`src/rtl/sd4_mac_ctrl.sv`:
```
// Sequencing controller for the SD4 MAC alignment/accumulate path: signed max-exponent
// tree, two-stage strobe pipeline matched to stage-1 products, and group/result handshake.
module sd4_mac_ctrl #(
    parameter int NUM_PP = 9,
    parameter int EXP_W  = 5,
    parameter int LEN_W  = 8
) (
    input  logic                    clk,
    input  logic                    rst,
    input  logic                    clr,
    input  logic [LEN_W-1:0]        cfg_acc_len,
    input  logic                    in_valid,
    output logic                    in_ready,
    input  logic [NUM_PP*EXP_W-1:0] in_exp,
    output logic [NUM_PP*EXP_W-1:0] s2_exp,
    output logic [EXP_W-1:0]        s2_exp_max,
    output logic                    s2_vld,
    output logic                    acc_en,
    output logic                    acc_clr,
    output logic                    out_valid,
    input  logic                    out_ready,
    output logic [LEN_W-1:0]        grp_cnt,
    output logic                    busy
);

    typedef enum logic [1:0] {
        IDLE  = 2'd0,
        RUN   = 2'd1,
        DRAIN = 2'd2,
        HOLD  = 2'd3
    } state_t;

    localparam logic [LEN_W-1:0] ONE = LEN_W'(1);

    state_t                    state;
    state_t                    state_nx;
    logic [LEN_W-1:0]          len_q;
    logic [LEN_W-1:0]          len_nx;
    logic [LEN_W-1:0]          cnt_nx;
    logic [LEN_W-1:0]          cnt_inc;
    logic [LEN_W-1:0]          len_eff;
    logic                      accept;
    logic                      first_tag;
    logic                      last_tag;
    logic                      s2_first;
    logic                      s2_last;
    logic                      acc_last;
    logic signed [EXP_W-1:0]   in_exp_max;

    // Balanced pairwise reduction: stride doubles each level, lane 0 ends with the max.
    function automatic logic signed [EXP_W-1:0] max_tree(input logic [NUM_PP*EXP_W-1:0] v);
        logic signed [EXP_W-1:0] t [NUM_PP];
        for (int i = 0; i < NUM_PP; i++) begin
            t[i] = v[i*EXP_W +: EXP_W];
        end
        for (int s = 1; s < NUM_PP; s = s * 2) begin
            for (int i = 0; i + s < NUM_PP; i = i + 2 * s) begin
                if (t[i + s] > t[i]) begin
                    t[i] = t[i + s];
                end
            end
        end
        return t[0];
    endfunction

    assign in_exp_max = max_tree(in_exp);

    assign in_ready  = (state == IDLE) || (state == RUN);
    assign accept    = in_valid && in_ready && !clr;
    assign len_eff   = (cfg_acc_len == '0) ? ONE : cfg_acc_len;
    assign cnt_inc   = grp_cnt + ONE;
    assign first_tag = (state == IDLE);

    assign out_valid = (state == HOLD);
    assign busy      = (state != IDLE) || s2_vld || acc_en;

    always_comb begin
        // NOTE: every variable gets a default before the case so no path can infer a latch.
        state_nx = state;
        cnt_nx   = grp_cnt;
        len_nx   = len_q;
        last_tag = 1'b0;
        case (state)
            IDLE: begin
                if (accept) begin
                    len_nx   = len_eff;
                    cnt_nx   = ONE;
                    last_tag = (len_eff == ONE);
                    state_nx = last_tag ? DRAIN : RUN;
                end
            end
            RUN: begin
                if (accept) begin
                    cnt_nx   = cnt_inc;
                    last_tag = (cnt_inc == len_q);
                    if (last_tag) begin
                        state_nx = DRAIN;
                    end
                end
            end
            DRAIN: begin
                // The last vector's acc_en cycle is the one carrying acc_last.
                if (acc_last) begin
                    state_nx = HOLD;
                end
            end
            HOLD: begin
                if (out_ready) begin
                    state_nx = IDLE;
                    cnt_nx   = '0;
                end
            end
            default: begin
                state_nx = IDLE;
                cnt_nx   = '0;
            end
        endcase
        if (clr) begin
            state_nx = IDLE;
            cnt_nx   = '0;
        end
    end

    // NOTE: sequential state uses non-blocking assignments so every flop samples pre-edge values.
    always_ff @(posedge clk or negedge rst) begin
        if (!rst) begin
            state    <= IDLE;
            grp_cnt  <= '0;
            len_q    <= '0;
            s2_vld   <= 1'b0;
            s2_first <= 1'b0;
            s2_last  <= 1'b0;
            acc_en   <= 1'b0;
            acc_clr  <= 1'b0;
            acc_last <= 1'b0;
        end else begin
            state    <= state_nx;
            grp_cnt  <= cnt_nx;
            len_q    <= len_nx;
            s2_vld   <= accept;
            s2_first <= accept && first_tag;
            s2_last  <= accept && last_tag;
            acc_en   <= s2_vld && !clr;
            acc_clr  <= s2_vld && s2_first && !clr;
            acc_last <= s2_vld && s2_last && !clr;
        end
    end

    // NOTE: the exponent registers are reset as well because they are visible outputs that
    // must read 0 after reset; otherwise they only load on accept and hold in between.
    always_ff @(posedge clk or negedge rst) begin
        if (!rst) begin
            s2_exp     <= '0;
            s2_exp_max <= '0;
        end else if (accept) begin
            s2_exp     <= in_exp;
            s2_exp_max <= in_exp_max;
        end
    end

endmodule
```
`config.mk`:
```
export PLATFORM = sky130hd
export DESIGN_NAME = sd4_mac_ctrl
export DESIGN_NICKNAME = d
export VERILOG_FILES = /design/src/rtl/sd4_mac_ctrl.sv
export SDC_FILE = /design/constraint.sdc
export NUM_CORES = 1
export LEC_CHECK = 0
export CORE_MARGIN = 2
export CORE_UTILIZATION = 45
export CTS_CLUSTER_SIZE = 40
export DETAILED_ROUTE_END_ITERATION = 6
export MAX_ROUTING_LAYER = met4
export PLACE_DENSITY_LB_ADDON = 0.1
export REMOVE_ABC_BUFFERS = 1
export SYNTH_ARGS = -nofsm -noshare
export SYNTH_HDL_FRONTEND = slang
export SYNTH_SLANG_ARGS = --single-unit
```
`constraint.sdc`:
```
create_clock -name clk -period 5.7 [get_ports clk]
set_input_delay 0.57 -clock clk [delete_from_list [all_inputs] [get_ports clk]]
set_output_delay 0.57 -clock clk [all_outputs]
set_load 0.005 [all_outputs]
```
==> flow_summary.toml <==
[grt]
grt-busiest-layer = "met2"
track_usage_pct = 26.5
grt_use_met3_pct = 4.04
grtUsageMet1_pct = 30.6
grtUsageMet2_pct = 45.8
grt_max_degree = 75
grt_pass1_vias = 5108
grt_pass1_wl_um = 23600
gr-total-overflow = 0
antenna_found_initial = 0

[finish]
n_fill_cell = 747
n_antenna_cell = 0
fin_cells = 955
final_layout_size_suffix_gt1_share_pct = 37.3
syn2layout_area_growth_pct = 67.4
post-route-util_pct = 76.3
nets = 913

[clock_tree]
htreeDepth = 3
ctsHoldBuffers = 0
root_buffer = "clkbuf_8"
cts_max_path_buffers = 2
clkTransAtPathRegs_ns = 0.08
clk_latency_ns = 0.36
cts_tree = "done"
cts.sinks = 74
cts_buffers = 9

[critical_path]
cp-start-kind = "input port"
worst_r2r_endpoint = "s2_exp_max[4]"
crit_end = "s2_exp_max[3]"
cpMaxStageDelayCell = "or4b_4"
cp_max_fo = 4
critPathCaptureType = "flop"
r2r-start = "state[1]"
path_common_cell = "o211ai_1"
max_stage_delay_ns = 0.55
reg2regPathDepth = 10
cp_top_family = "compound AO/OA/AOI/OAI gates"
crit_type = "input port to flop"
crit_cells = 27
crit_start = "in_exp[3]"
arrival_ns = 5.89
regToRegSetupSlack_ns = 2.06
crit_buf_inv = 3
required_ns = 5.99

[pwr]
p_total_w = 0.00333
vdd_ir_drop_max_v = 0.000307
p_leak_nw = 3.92
p_per_area_mw_per_mm2 = 409

[sta]
fmax_ghz = 0.179
drv_slew = 0
finalSetupViolations = 0
period_share_pct = 98.3
fin_crit_ns = 5.60
max_slew_margin_pct = 31.4
hold_violations = 0
tightest_slew_ns = 1.02
skew_ns = 0.00454

[synthesis]
synth_xor_area_share_pct = 1.62
synth_flop_cell = "dfrtp_1"
synth_warnings = 0
yosys.cell_types.count = 64
synth_edf_count = 0
synthSimpleGateAreaFrac_pct = 19.6
synth.avg_cell_area_um2 = 9.01
ys_seq_area_share_pct = 38.0
synth_top_family_by_area = "simple AND/OR/NAND/NOR gates"
synth-adder-area-share_pct = 11.5
yosys_register_bits = 74
yosysTopAreaCell = "dfrtp_1"
synth_compound_area_share_pct = 16.9
synth.area.top_cells = "dfrtp_1 38%, ha_1 12%, nand2_1 8.9%"
syn-instance-count = 541
async_reset_ff_share_pct = 100
synth_mux_area_share_pct = 7.44
yosysTopAreaCellShare_pct = 38.0
netlist_area_mm2 = 0.00488

[placement]
portBuffers = 121
dp_hpwl_um = 10400
placed_cells = 897
gp_congestion = 0.894

[drt]
drtAntennaViolNets = 0
drc = 0
vias = 5060
drtPass1Iterations = 4
vias_per_cell = 5.30
routed_wl_um = 15700
wl_per_cell_um = 16.4
drt_first_iter_violations = 242

[job]
maxCapViolations = 0

[min_path]
hold_class = "input port to async pin"

[floorplan]
fp.dieW_um = 108
die_h_um = 108
io_pins = 122
start_util_pct = 45.6
rows = 38
fp.dieArea_mm2 = 0.0117
coreArea_mm2 = 0.0107

[run_status]
outcome = "finished, final reports clean"
[layout make-up]
class / instances / area [um^2] / share of cell area [%]
Clock buffer: 9 / 124 / 1.52
Clock inverter: 7 / 118 / 1.44
Inverter: 43 / 164 / 2.01
Multi-Input combinational cell: 408 / 3410 / 41.7
Sequential cell: 74 / 1850 / 22.7
Tap cell: 140 / 175 / 2.15
Timing Repair Buffer: 274 / 2320 / 28.5
[worst min-delay path by stage]
stage	to	from	slack, ns
final	grp_cnt[5]	rst	0.35
after global placement	acc_last	s2_last	0.43
after global routing	len_q[4]	rst	0.43
after floorplan	acc_clr	rst	0.27
after detailed placement	acc_last	s2_last	0.45
after CTS	len_q[4]	rst	0.38
[Yosys cell counts, types with 3 or more instances]
master / number
and2_1: 4
a211oi_1: 7
nand2_1: 116
dfrtp_1: 74
xnor2_1: 6
and4_1: 4
nor2_1: 21
ha_1: 45
o221a_2: 3
a2111o_1: 3
nor2b_1: 11
o21ai_0: 33
a21boi_0: 5
nand3_1: 11
o21a_1: 4
mux2_2: 16
and3_1: 6
clkbuf_1: 12
o31ai_1: 4
a21oi_1: 17
mux2i_1: 16
inv_1: 42
nor4_1: 3
nand2b_1: 7
a21o_1: 7
a31oi_1: 5
xor2_1: 3
o211ai_1: 9
[cells in the final DEF, fill, tap and decap left out, types with 9 or more instances in the layout]
cell type,count
a21oi_1,13
buf_4,151
clkbuf_2,16
clkbuf_8,9
clkdlybuf4s50_1,80
dfrtp_1,74
dlymetal6s2s_1,13
ha_1,18
ha_4,22
inv_1,23
inv_2,18
mux2_2,10
nand2_1,112
nand3_1,10
nor2_1,19
o211ai_1,9
o21ai_0,31
[metal layers]
layer / wire, um / up-vias / part of all wire (%)
li1: - / 2436 / -
met1: 6560 / 2475 / 42
met2: 8090 / 118 / 52
met3: 698 / 31 / 4.4
met4: 338 / 0 / 2.2
met5: 0 / - / 0
[cells by family after synthesis]
group,after synthesis
simple gates,203
compound gates,118
flops,74
buf+inv,59
fa+ha+maj,45
mux,33
xor+xnor,9
[sequential cells by signal, indices dropped and copies added, names as in the netlist]
name and count:
s2_exp_max 5, s2_exp 45, acc_clr 1, s2_last 1, state 2, s2_vld 1
acc_en 1, acc_last 1, grp_cnt 8, s2_first 1, len_q 8
[repair_timing]
item / in CTS / in global routing
pin swaps: 36 / 44
endpoints found under the hold margin: 0 / 0
endpoints found under the setup margin: 5 / 5
gates resized for setup: 92 / 121
buffers inserted: 27 / 15
[power by group]
group	internal, W	total [W]	switching [W]
Sequential	0.000744	0.000885	0.000141
Clock	0.000290	0.000504	0.000214
Combinational	0.00109	0.00195	0.000853
[through the flow]
| stage | hold slack [ns] | TNS [ns] | setup WS [ns] | area (um^2) |
|---|---|---|---|---|
| floorplan | 0.274 | -0.559 | -0.183 | 4800 |
| global placement | 0.434 | -2.94 | -0.635 | 7020 |
| detailed placement | 0.447 | -4.46 | -0.974 | 7020 |
| CTS | 0.383 | 0 | 0.00111 | 7740 |
| global route | 0.430 | -0.272 | -0.108 | 8160 |
| finish | 0.351 | 0 | 0.0988 | 8160 |
Power figures use the tool's default switching activity.
==> RTL change (same flow settings) <==
Change the parameter `EXP_W` from 5 to 10.
--- a/src/rtl/sd4_mac_ctrl.sv
+++ b/src/rtl/sd4_mac_ctrl.sv
@@ -2,7 +2,7 @@
 // tree, two-stage strobe pipeline matched to stage-1 products, and group/result handshake.
 module sd4_mac_ctrl #(
     parameter int NUM_PP = 9,
-    parameter int EXP_W  = 5,
+    parameter int EXP_W  = 10,
     parameter int LEN_W  = 8
 ) (
     input  logic                    clk,
Ports: changed (resized in_exp, s2_exp and s2_exp_max); port bits go from 122 to 217. The function was not compared with the original's and may differ.
==> RTL change against the original RTL <==
The flow now finishes with violations (setup timing). Sequential share of layout area decreased by 0.14 points. Design area is 69% higher. Total power increased by 83%. Die area up 62%. Routed wire length increased by 69%. Sequential power rose by 72%. Synthesized area up 64%. Sequential cell count is 50 higher. Setup slack got worse by 1.4 ns. Largest cell class unchanged.
==> RTL change: results (changes against the original RTL) <==
Setup path:
- The data arrival time at the worst-slack endpoint is 7.34 ns (+1.45 ns).
- The launch point of the worst path is in_exp[73].
- The slack of the worst reg-to-reg path is 2.40 ns (+0.34 ns).
- For this design, the slowest cell found on the critical path is or4_4.
- The delay of the slowest cell on the worst path is 0.58 ns (+0.03 ns).
- The startpoint of the worst-slack reg-to-reg timing path is state[0]$_DFFE_PN0P_.
- The termination of the worst setup path is s2_exp_max[0]$_DFFE_PN0P_.
- The critical-path maximum fanout is 5 (+1).

GRT:
- The maximum number of pins on one net before global-route repair is 83 (+11%).
- The initial antenna violation count is 0 (unchanged).
- The total routing resource utilization after global routing is 29.1% (+2.6 points).

Timing:
- The final setup slack of the worst path is -1.35 ns (-1.45 ns).
- The relative slew slack is 20.8% (-11 points).
- The worst hold slack is 0.188 ns (-0.163 ns).
- The setup clock skew after layout is 0.00769 ns (+0.00316 ns).
- The final period utilization is 124% (+25 points).
- The final setup TNS was -13.14 ns (-13.14 ns).
- The setup violation total in the final timing report is 10 (+10).

Clocking:
- The cell sitting at the root of the clock tree is a clkbuf_16.
- The clock network latency to the later pin of the worst-skew pair is 0.41 ns (+0.05 ns).
- The number of H-tree levels is 4 (+1).
- The number of buffers inserted during clock tree synthesis is 17 (+8).
- The clock slew at the register clock pins of the worst setup and hold paths was 0.06 ns (-0.02 ns).

Pwr:
- The sequential logic power was 1.52 mW (+72%).
- The portion of total power attributed to combinational logic came to 56.1% (-2.3 points).
- The switching power share of the total was 35.5% (-0.77 points).
- The peak supply drop is 0.297 mV (-3.3%).
- The combinational logic power is 3.42 mW (+75%).
- The static power due to leakage was 6.51 nW (+66%).

Status:
- The final reports fail on setup timing.
- The run finished, with violations left.

Place:
- The HPWL after detailed placement came to 17800 um (+71%).
- The routability-driven placement congestion ratio came to 0.851 (-4.7%).
- The area after detailed placement is 11700 um^2 (+67%).
- The number of buffers inserted by port buffering came to 216 (+79%).

Finish:
- The fraction of layout cells with a size suffix above 1 is 37.4% (+0.10 points).
- The final non-filler cell total is 1602 (+68%).
- The total of fill cells in the finished design is 1117 (+50%).
- In the final layout, the registers with the most flip-flops are s2_exp x90, s2_exp_max x10.
- The number of nets in the finished design is 1545 (+69%).

Synthesis:
- The portion of the post-synthesis area used by sequential elements is 38.7% (+0.75 points).
- After synthesis, the cell types taking the most area are dfrtp_1 (39%), ha_1 (12%), nand2_1 (10%).
- After synthesis, the most frequently instantiated cells are nand2_1 (223), dfrtp_1 (124), inv_1 (78), ha_1 (77), o21ai_0 (66).
- The compound-gate portion of the synthesized area came to 14.6% (-2.3 points).
- The number of cells produced by synthesis is 925 (+71%).
- The number of different library cells in the post-synthesis netlist is 71 (+11%).
- The synthesized-area fraction occupied by xor and xnor cells came to 2.08% (+0.46 points).
- The synthesized-area fraction occupied by adder cells is 12.5% (+0.98 points).
- The proportion of synthesized area in mux cells is 7.22% (-0.23 points).

Drt:
- The DRC violation total after the first TritonRoute iteration came to 456 (+88%).
- The via-per-instance ratio came to 5.24 (-1.1%).
[RTL change: cell count changes after synthesis, moves of 14 or more]
cell,delta
nor2_1,+28
ha_1,+32
clkbuf_1,+17
inv_1,+36
o21ai_0,+33
a21oi_1,+30
mux2i_1,+14
dfrtp_1,+50
nand2_1,+107
[RTL change: area by class of cell]
type                    count  area [um^2]  area share [%]
well taps                 225          282            2.05
repair buffers            453         3870            28.1
multi-input cells         690         5590            40.6
flip-flops and latches    124         3100            22.5
clock inverters            11          168            1.22
inverters                  79          304            2.21
clock buffers              20          447            3.25
[RTL change: metal layers]
| metal | vias up | track usage (%) | share of wire [%] |
|---|---|---|---|
| li1 | 4063 | - | - |
| met1 | 4010 | 35.8 | 43 |
| met2 | 272 | 47.5 | 49 |
| met3 | 51 | 6.22 | 5.5 |
| met4 | 0 | 10.4 | 2.4 |
| met5 | - | - | 0 |
[RTL change: timing repair]
action                     4_1_cts  5_1_grt
gates cloned                     4        0
pin swaps                       68       27
setup buffers                   33       16
resized for setup              391       62
setup endpoints to repair       10       10
